### src/rtl/gate_pkg.sv
// Shared definitions for the gate self-test sequencer.
// - state_e       : sequencer FSM states
// - GATE_*        : bit position of each gate in the 8-bit response vector
// - gate_expected : golden 8-bit response for a stimulus pair (a, b)
package gate_pkg;

   typedef enum logic [2:0] {
      StIdle,
      StDrive,
      StSettle,
      StSample,
      StDone
   } state_e;

   localparam int unsigned GATE_BUF  = 0;
   localparam int unsigned GATE_NOT  = 1;
   localparam int unsigned GATE_AND  = 2;
   localparam int unsigned GATE_OR   = 3;
   localparam int unsigned GATE_NOR  = 4;
   localparam int unsigned GATE_NAND = 5;
   localparam int unsigned GATE_XOR  = 6;
   localparam int unsigned GATE_XNOR = 7;

   function automatic logic [7:0] gate_expected(input logic a, input logic b);
      logic [7:0] v;
      v            = '0;
      v[GATE_BUF]  = a;
      v[GATE_NOT]  = ~a;
      v[GATE_AND]  = a & b;
      v[GATE_OR]   = a | b;
      v[GATE_NOR]  = ~(a | b);
      v[GATE_NAND] = ~(a & b);
      v[GATE_XOR]  = a ^ b;
      v[GATE_XNOR] = ~(a ^ b);
      return v;
   endfunction

endpackage

### src/rtl/gate_sweep_ctrl_if.sv
// Control handshake between a host and the gate sweep sequencer.
// - start     : host -> sequencer, begin a sweep (only honoured when idle)
// - busy      : sweep in progress
// - done      : one-cycle end-of-sweep pulse
// - pass      : no mismatch in last sweep, valid with done, held until next start
// - fail_mask : sticky per-gate mismatch bits of the current sweep
// - case_idx  : stimulus case currently driven
interface gate_sweep_ctrl_if;

   logic       start;
   logic       busy;
   logic       done;
   logic       pass;
   logic [7:0] fail_mask;
   logic [3:0] case_idx;

   modport master (
      output start,
      input  busy, done, pass, fail_mask, case_idx
   );

   modport slave (
      input  start,
      output busy, done, pass, fail_mask, case_idx
   );

endinterface

### src/rtl/gate_sweep_ctrl.sv
// Self-test sequencer for the two-input gate library. Drives each stimulus case
// (NCASES-1 down to 0) onto stim_a_o/stim_b_o, waits SETTLE_CYCLES, samples resp_i
// and accumulates mismatches against the golden table into a sticky fail mask.
// - clk_i, rst_i         : clock, synchronous active-high reset
// - ctrl                 : start/busy/done/pass/fail_mask/case_idx handshake
// - resp_i               : gate bank outputs
// - stim_a_o, stim_b_o   : registered stimulus pair to the gate bank
module gate_sweep_ctrl
   import gate_pkg::*;
#(
   parameter int unsigned         NCASES        = 4,
   parameter logic [2*NCASES-1:0] PATTERN       = 8'b00011011,
   parameter int unsigned         SETTLE_CYCLES = 4
) (
   input  logic                    clk_i,
   input  logic                    rst_i,
   gate_sweep_ctrl_if.slave        ctrl,
   input  logic [7:0]              resp_i,
   output logic                    stim_a_o,
   output logic                    stim_b_o
);

   localparam int unsigned CntW = (SETTLE_CYCLES > 1) ? $clog2(SETTLE_CYCLES) : 1;

   state_e              state_q, state_d;
   logic [3:0]          case_idx_q, case_idx_d;
   logic [CntW-1:0]     cnt_q, cnt_d;
   logic                stim_a_q, stim_a_d;
   logic                stim_b_q, stim_b_d;
   logic [7:0]          fail_mask_q, fail_mask_d;
   logic                pass_q, pass_d;
   logic [7:0]          sample_mask;
   logic [2*NCASES-1:0] pat_sh;

   // Case k occupies PATTERN[2k+1:2k]; shifting avoids an over-wide bit select.
   assign pat_sh      = PATTERN >> {case_idx_q, 1'b0};
   assign sample_mask = fail_mask_q | (resp_i ^ gate_expected(stim_a_q, stim_b_q));

   always_comb begin
      state_d     = state_q;
      case_idx_d  = case_idx_q;
      cnt_d       = cnt_q;
      stim_a_d    = stim_a_q;
      stim_b_d    = stim_b_q;
      fail_mask_d = fail_mask_q;
      pass_d      = pass_q;
      unique case (state_q)
         StIdle: begin
            if (ctrl.start) begin
               state_d     = StDrive;
               case_idx_d  = 4'(NCASES - 1);
               fail_mask_d = '0;
               pass_d      = 1'b0;
            end
         end
         StDrive: begin
            stim_a_d = pat_sh[1];
            stim_b_d = pat_sh[0];
            cnt_d    = CntW'(SETTLE_CYCLES - 1);
            state_d  = StSettle;
         end
         StSettle: begin
            if (cnt_q == '0) begin
               state_d = StSample;
            end else begin
               cnt_d = cnt_q - CntW'(1);
            end
         end
         StSample: begin
            fail_mask_d = sample_mask;
            if (case_idx_q == 4'd0) begin
               state_d = StDone;
               // Resolve pass here so it is already valid alongside done.
               pass_d  = (sample_mask == 8'h00);
            end else begin
               case_idx_d = case_idx_q - 4'd1;
               state_d    = StDrive;
            end
         end
         StDone: begin
            state_d = StIdle;
         end
         default: begin
            state_d = StIdle;
         end
      endcase
   end

   always_ff @(posedge clk_i) begin
      if (rst_i) begin
         state_q     <= StIdle;
         case_idx_q  <= '0;
         cnt_q       <= '0;
         stim_a_q    <= 1'b0;
         stim_b_q    <= 1'b0;
         fail_mask_q <= '0;
         pass_q      <= 1'b0;
      end else begin
         state_q     <= state_d;
         case_idx_q  <= case_idx_d;
         cnt_q       <= cnt_d;
         stim_a_q    <= stim_a_d;
         stim_b_q    <= stim_b_d;
         fail_mask_q <= fail_mask_d;
         pass_q      <= pass_d;
      end
   end

   assign stim_a_o       = stim_a_q;
   assign stim_b_o       = stim_b_q;
   assign ctrl.case_idx  = case_idx_q;
   assign ctrl.fail_mask = fail_mask_q;
   assign ctrl.pass      = pass_q;
   assign ctrl.done      = (state_q == StDone);
   assign ctrl.busy      = (state_q == StDrive) || (state_q == StSettle) ||
                           (state_q == StSample);

endmodule

### src/flat_wrapper.sv
// flat-port wrapper written by rule: the top's interface ports become plain ports
module gate_sweep_ctrl_flat import gate_pkg::*;
#(
   parameter int unsigned         NCASES        = 4,
   parameter logic [2*NCASES-1:0] PATTERN       = 8'b00011011,
   parameter int unsigned         SETTLE_CYCLES = 4
)
  (clk_i, rst_i, resp_i, stim_a_o, stim_b_o, ctrl_start, ctrl_busy, ctrl_done, ctrl_pass, ctrl_fail_mask, ctrl_case_idx);
  gate_sweep_ctrl_if ctrl_i ();
  input  logic clk_i;
  input  logic rst_i;
  input  logic [7:0] resp_i;
  output logic stim_a_o;
  output logic stim_b_o;
  input wire logic [$bits(ctrl_i.start)-1:0] ctrl_start;
  output wire logic [$bits(ctrl_i.busy)-1:0] ctrl_busy;
  output wire logic [$bits(ctrl_i.done)-1:0] ctrl_done;
  output wire logic [$bits(ctrl_i.pass)-1:0] ctrl_pass;
  output wire logic [$bits(ctrl_i.fail_mask)-1:0] ctrl_fail_mask;
  output wire logic [$bits(ctrl_i.case_idx)-1:0] ctrl_case_idx;
  assign ctrl_i.start = ctrl_start;
  assign ctrl_busy = ctrl_i.busy;
  assign ctrl_done = ctrl_i.done;
  assign ctrl_pass = ctrl_i.pass;
  assign ctrl_fail_mask = ctrl_i.fail_mask;
  assign ctrl_case_idx = ctrl_i.case_idx;
  gate_sweep_ctrl #(.NCASES(NCASES), .PATTERN(PATTERN), .SETTLE_CYCLES(SETTLE_CYCLES)) u_core (.clk_i(clk_i), .rst_i(rst_i), .ctrl(ctrl_i), .resp_i(resp_i), .stim_a_o(stim_a_o), .stim_b_o(stim_b_o));
endmodule
### config.mk
export PLATFORM = sky130hd
export DESIGN_NAME = gate_sweep_ctrl_flat
export DESIGN_NICKNAME = d
export VERILOG_FILES = /design/src/rtl/gate_pkg.sv /design/src/rtl/gate_sweep_ctrl_if.sv /design/src/rtl/gate_sweep_ctrl.sv /design/src/flat_wrapper.sv
export SDC_FILE = /design/constraint.sdc
export NUM_CORES = 1
export LEC_CHECK = 0
export BUFFER_PORTS_ARGS = -buffer_cell sky130_fd_sc_hd__buf_2
export CAP_MARGIN = 10
export CORE_AREA = 2 2 52 54
export DETAILED_ROUTE_END_ITERATION = 16
export DIE_AREA = 0 0 54 56
export PLACE_DENSITY = 0.72
export SLEW_MARGIN = 40
export SYNTH_ARGS = -nofsm -noshare
export SYNTH_HDL_FRONTEND = slang
export SYNTH_SLANG_ARGS = --single-unit
export TNS_END_PERCENT = 1
### constraint.sdc
create_clock -name clk_i -period 1.2 [get_ports clk_i]
set_input_delay 0.06 -clock clk_i [delete_from_list [all_inputs] [get_ports clk_i]]
set_output_delay 0.06 -clock clk_i [all_outputs]
set_load 0.02 [all_outputs]
==> results.md <==
* Count of final hold-check violations at 0
* Total iterations of the first detailed-routing run at 4
* Final critical delay including setup and external delays at approximately 1400 ps
* Via count of the routed design at 1108
* Most used cells in the layout excluding fill and tap cells: sky130_fd_sc_hd__buf_4 (32), sky130_fd_sc_hd__buf_2 (25), sky130_fd_sc_hd__nor2_1 (17)
* Wire length of the first global-routing pass at 4623 µm
* Max-slew violations at 0
* Die area at 3024 µm²
* Sequential area share after synthesis at 0.3653
* CTS buffer count at 3
* Distinct cell type count after synthesis at 37
* Final worst-path setup slack at -164.9 ps
* Type of the worst setup path: reg2reg
* Netlist area before placement at 1096 µm²
* Type of element launching the critical path: register
* CTS tree: done
* Worst Path Arrival at ~1600 ps
* Total nets after synthesis at 142
* Worst-path fanout max at 2
* Die outline width at 54 µm
* Count of yosys warnings during synthesis at 0
* Xor and xnor fraction of the mapped netlist area at 0.07192
* Die Ht at between 50 and 60 µm
* Clock latency at the later pin of the worst-skew pair at about 320 ps
* Largest net degree at the start of global routing at 22
* Fraction of the mapped netlist area in compound gates at 0.1575
* Remaining Overflow, GRT at 0
* CTS clock-pin slew for the worst setup and hold paths at around 130 ps
* Number of DRC markers in iteration 0 at 24
* Cell chosen for the clock root: sky130_fd_sc_hd__clkbuf_4
* Count of endpoints failing setup in the final report at 7
* Proportion of synthesized area in mux cells at 0.02740
* Core occupancy in the finished layout at 0.6924
* Starting utilization of the core area at 0.4506
* Wirelength per Cell at ~14 µm
* Core area at 2432 µm²
* Post-synthesis to final-layout area growth at 53.65%
* Flip-flop and latch count after synthesis at 20
* Port Buffers at 27
* Required time reported for the critical path endpoint at between 1000 and 1500 ps
* Via count normalized by instance count at about 5.2
* Violations in the final reports: setup timing
* Worst VDD drop at around 1100 µV
* Number of antenna violations at the first check in global routing at 0
* Layout cells sized above 1 at 0.5380
* Inserted Diodes at 0
* Post-Place Setup Slack at -176.8 ps
* Post-route clock skew at between 9 and 10 ps
* Number of cells produced by synthesis at around 130
* Total detailed-routing wirelength at approximately 3000 µm
* Sinks on the clock net at 20
* Slew at the pin closest to its max-slew limit at roughly 420 ps
* H-Tree Depth at 1
* Antenna-violating nets left at 0
* Rows at 18
* Worst slew slack as a fraction of its limit at 0.7204
* Static leakage power at about 0.76 nW
* Run status: finished, violations left
* Net count of the finished layout at 200
* Highest clock rate at between 700 and 800 MHz
* Tcrit/Tclk final at 1.137
* All-layer global routing usage at 0.2048
* Post-detail-place hpwl at about 2200 µm
* Simple-gate area share of the yosys netlist at 0.2808
* Main combinational cell family by area after synthesis: simple AND/OR/NAND/NOR gates
* Unrepaired setup endpoints after global routing: true
* Adder and majority gate portion of the synthesized area at 0.04566
* Final GP Congestion at 0.7925
* Areal power density over the cells at 1275 nW/µm²
* DRC violations left at 0
* Count of hold buffers inserted by post-cts repair at 0
* Number of global-route vias before repair at ~1100
* HP Class: in2reg
* Leading cell type in the layout, fill and taps excluded: sky130_fd_sc_hd__buf_4
* Critical path capture point type: register
* Maximum capacitance violations at 0
* Top-level I/O count at 28
* Number of buffers on the longest clock path at 2
* Average instance area after synthesis at between 8 and 9 µm²
sequential cells by signal, summed over array words and instances (netlist names):
register / cells
u_core.stim_b_o: 1
u_core.stim_a_o: 1
u_core.cnt_q: 2
u_core.ctrl.case_idx: 4
u_core.ctrl.fail_mask: 8
u_core.ctrl.pass: 1
u_core.state_q: 3
worst paths after layout:
kind | cells past startpoint | to | from | slack, ps
min reg2reg | 2 | u_core.ctrl.pass | u_core.ctrl.pass | 480
max | 4 | u_core.ctrl.pass | u_core.ctrl.fail_mask[4] | -160
min | 4 | u_core.ctrl.pass | resp_i[3] | 110
max reg2reg | 4 | u_core.ctrl.pass | u_core.ctrl.fail_mask[4] | -160
through the flow:
stage	area (µm²)	TNS (ps)	hold WS [ps]	cells	total power [W]
after floorplan	1119	-762.0	230.6	127	0.001176
after global placement	1486	-555.2	429.5	208	0.001429
after detailed placement	1486	-1252	434.7	208	0.001456
after CTS	1613	-745.7	83.75	213	0.002083
after global routing	1684	-1012	119.7	214	0.002256
final	1684	-401.7	110.2	214	0.002147
where the power goes:
group,switching [W],internal (W)
Sequential,0.0000603,0.000720
Clock,0.000233,0.000338
Combinational,0.000381,0.000415
Total,0.000674,0.00147
cell families after synthesis:
logic type,Yosys count
XOR/XNOR,9
adder cells (fa/ha/maj),4
flip-flops,20
AND/OR/NAND/NOR,54
buffers and inverters,13
AO/OA/AOI/OAI,24
multiplexers,3
synthesized netlist by cell type:
master | instances | area, µm²
sky130_fd_sc_hd__a211oi_1 | 3 | 22.52
sky130_fd_sc_hd__a21oi_1 | 1 | 5.000
sky130_fd_sc_hd__a221oi_1 | 1 | 8.760
sky130_fd_sc_hd__a22oi_1 | 7 | 52.55
sky130_fd_sc_hd__a31o_1 | 1 | 8.760
sky130_fd_sc_hd__a31oi_1 | 3 | 18.77
sky130_fd_sc_hd__a32oi_1 | 1 | 8.760
sky130_fd_sc_hd__a41oi_1 | 1 | 8.760
sky130_fd_sc_hd__and3b_1 | 1 | 8.760
sky130_fd_sc_hd__buf_2 | 3 | 15.01
sky130_fd_sc_hd__buf_4 | 1 | 7.510
sky130_fd_sc_hd__clkbuf_1 | 2 | 7.510
sky130_fd_sc_hd__dfxtp_1 | 20 | 400.4
sky130_fd_sc_hd__ha_1 | 4 | 50.05
sky130_fd_sc_hd__inv_1 | 7 | 26.28
sky130_fd_sc_hd__mux2i_1 | 3 | 30.03
sky130_fd_sc_hd__nand2_1 | 6 | 22.52
sky130_fd_sc_hd__nand2b_1 | 4 | 25.02
sky130_fd_sc_hd__nand3_1 | 2 | 10.01
sky130_fd_sc_hd__nand3b_4 | 1 | 20.02
sky130_fd_sc_hd__nor2_1 | 19 | 71.32
sky130_fd_sc_hd__nor2b_1 | 2 | 12.51
sky130_fd_sc_hd__nor3_1 | 10 | 50.05
sky130_fd_sc_hd__nor3b_1 | 3 | 22.52
sky130_fd_sc_hd__nor3b_2 | 1 | 12.51
sky130_fd_sc_hd__nor4_2 | 1 | 12.51
sky130_fd_sc_hd__nor4b_2 | 1 | 15.01
sky130_fd_sc_hd__o21a_1 | 1 | 7.510
sky130_fd_sc_hd__o21ai_0 | 1 | 5.000
sky130_fd_sc_hd__o21ai_1 | 1 | 5.000
sky130_fd_sc_hd__o221ai_1 | 1 | 8.760
sky130_fd_sc_hd__o22ai_1 | 2 | 12.51
sky130_fd_sc_hd__or3_1 | 1 | 6.260
sky130_fd_sc_hd__or4_1 | 1 | 7.510
sky130_fd_sc_hd__or4_4 | 1 | 11.26
sky130_fd_sc_hd__xnor2_1 | 5 | 43.79
sky130_fd_sc_hd__xor2_1 | 4 | 35.03
what timing repair did:
item	in CTS	in global routing
pin swaps	3	4
buffers inserted	1	1
endpoints found under the setup margin	20	18
resized for setup	18	17
area by class of cell:
class	instances	area, µm²
fillers	183	748.2
multi-input cells	94	750.7
repair buffers	59	387.9
inverters	7	28.78
flip-flops and latches	20	426.7
well taps	30	37.54
clock buffers	3	22.52
clock inverters	1	30.03
per-layer routing:
| metal | GRT usage | vias up | routed length [µm] |
|---|---|---|---|
| li1 | - | 567 | - |
| met1 | 0.2442 | 509 | 1210 |
| met2 | 0.3537 | 27 | 1565 |
| met3 | 0.02688 | 5 | 136 |
| met4 | 0.08571 | 0 | 52 |
| met5 | 0 | - | 0 |
worst max-delay path, cell delays in order, from the launching register on:
cell	delay [ps]
sky130_fd_sc_hd__dfxtp_1	330
sky130_fd_sc_hd__or4_4	530
sky130_fd_sc_hd__nor4_2	210
sky130_fd_sc_hd__nand3_1	100
sky130_fd_sc_hd__o21ai_1	140
No activity file was read; power rests on OpenSTA's default activity.
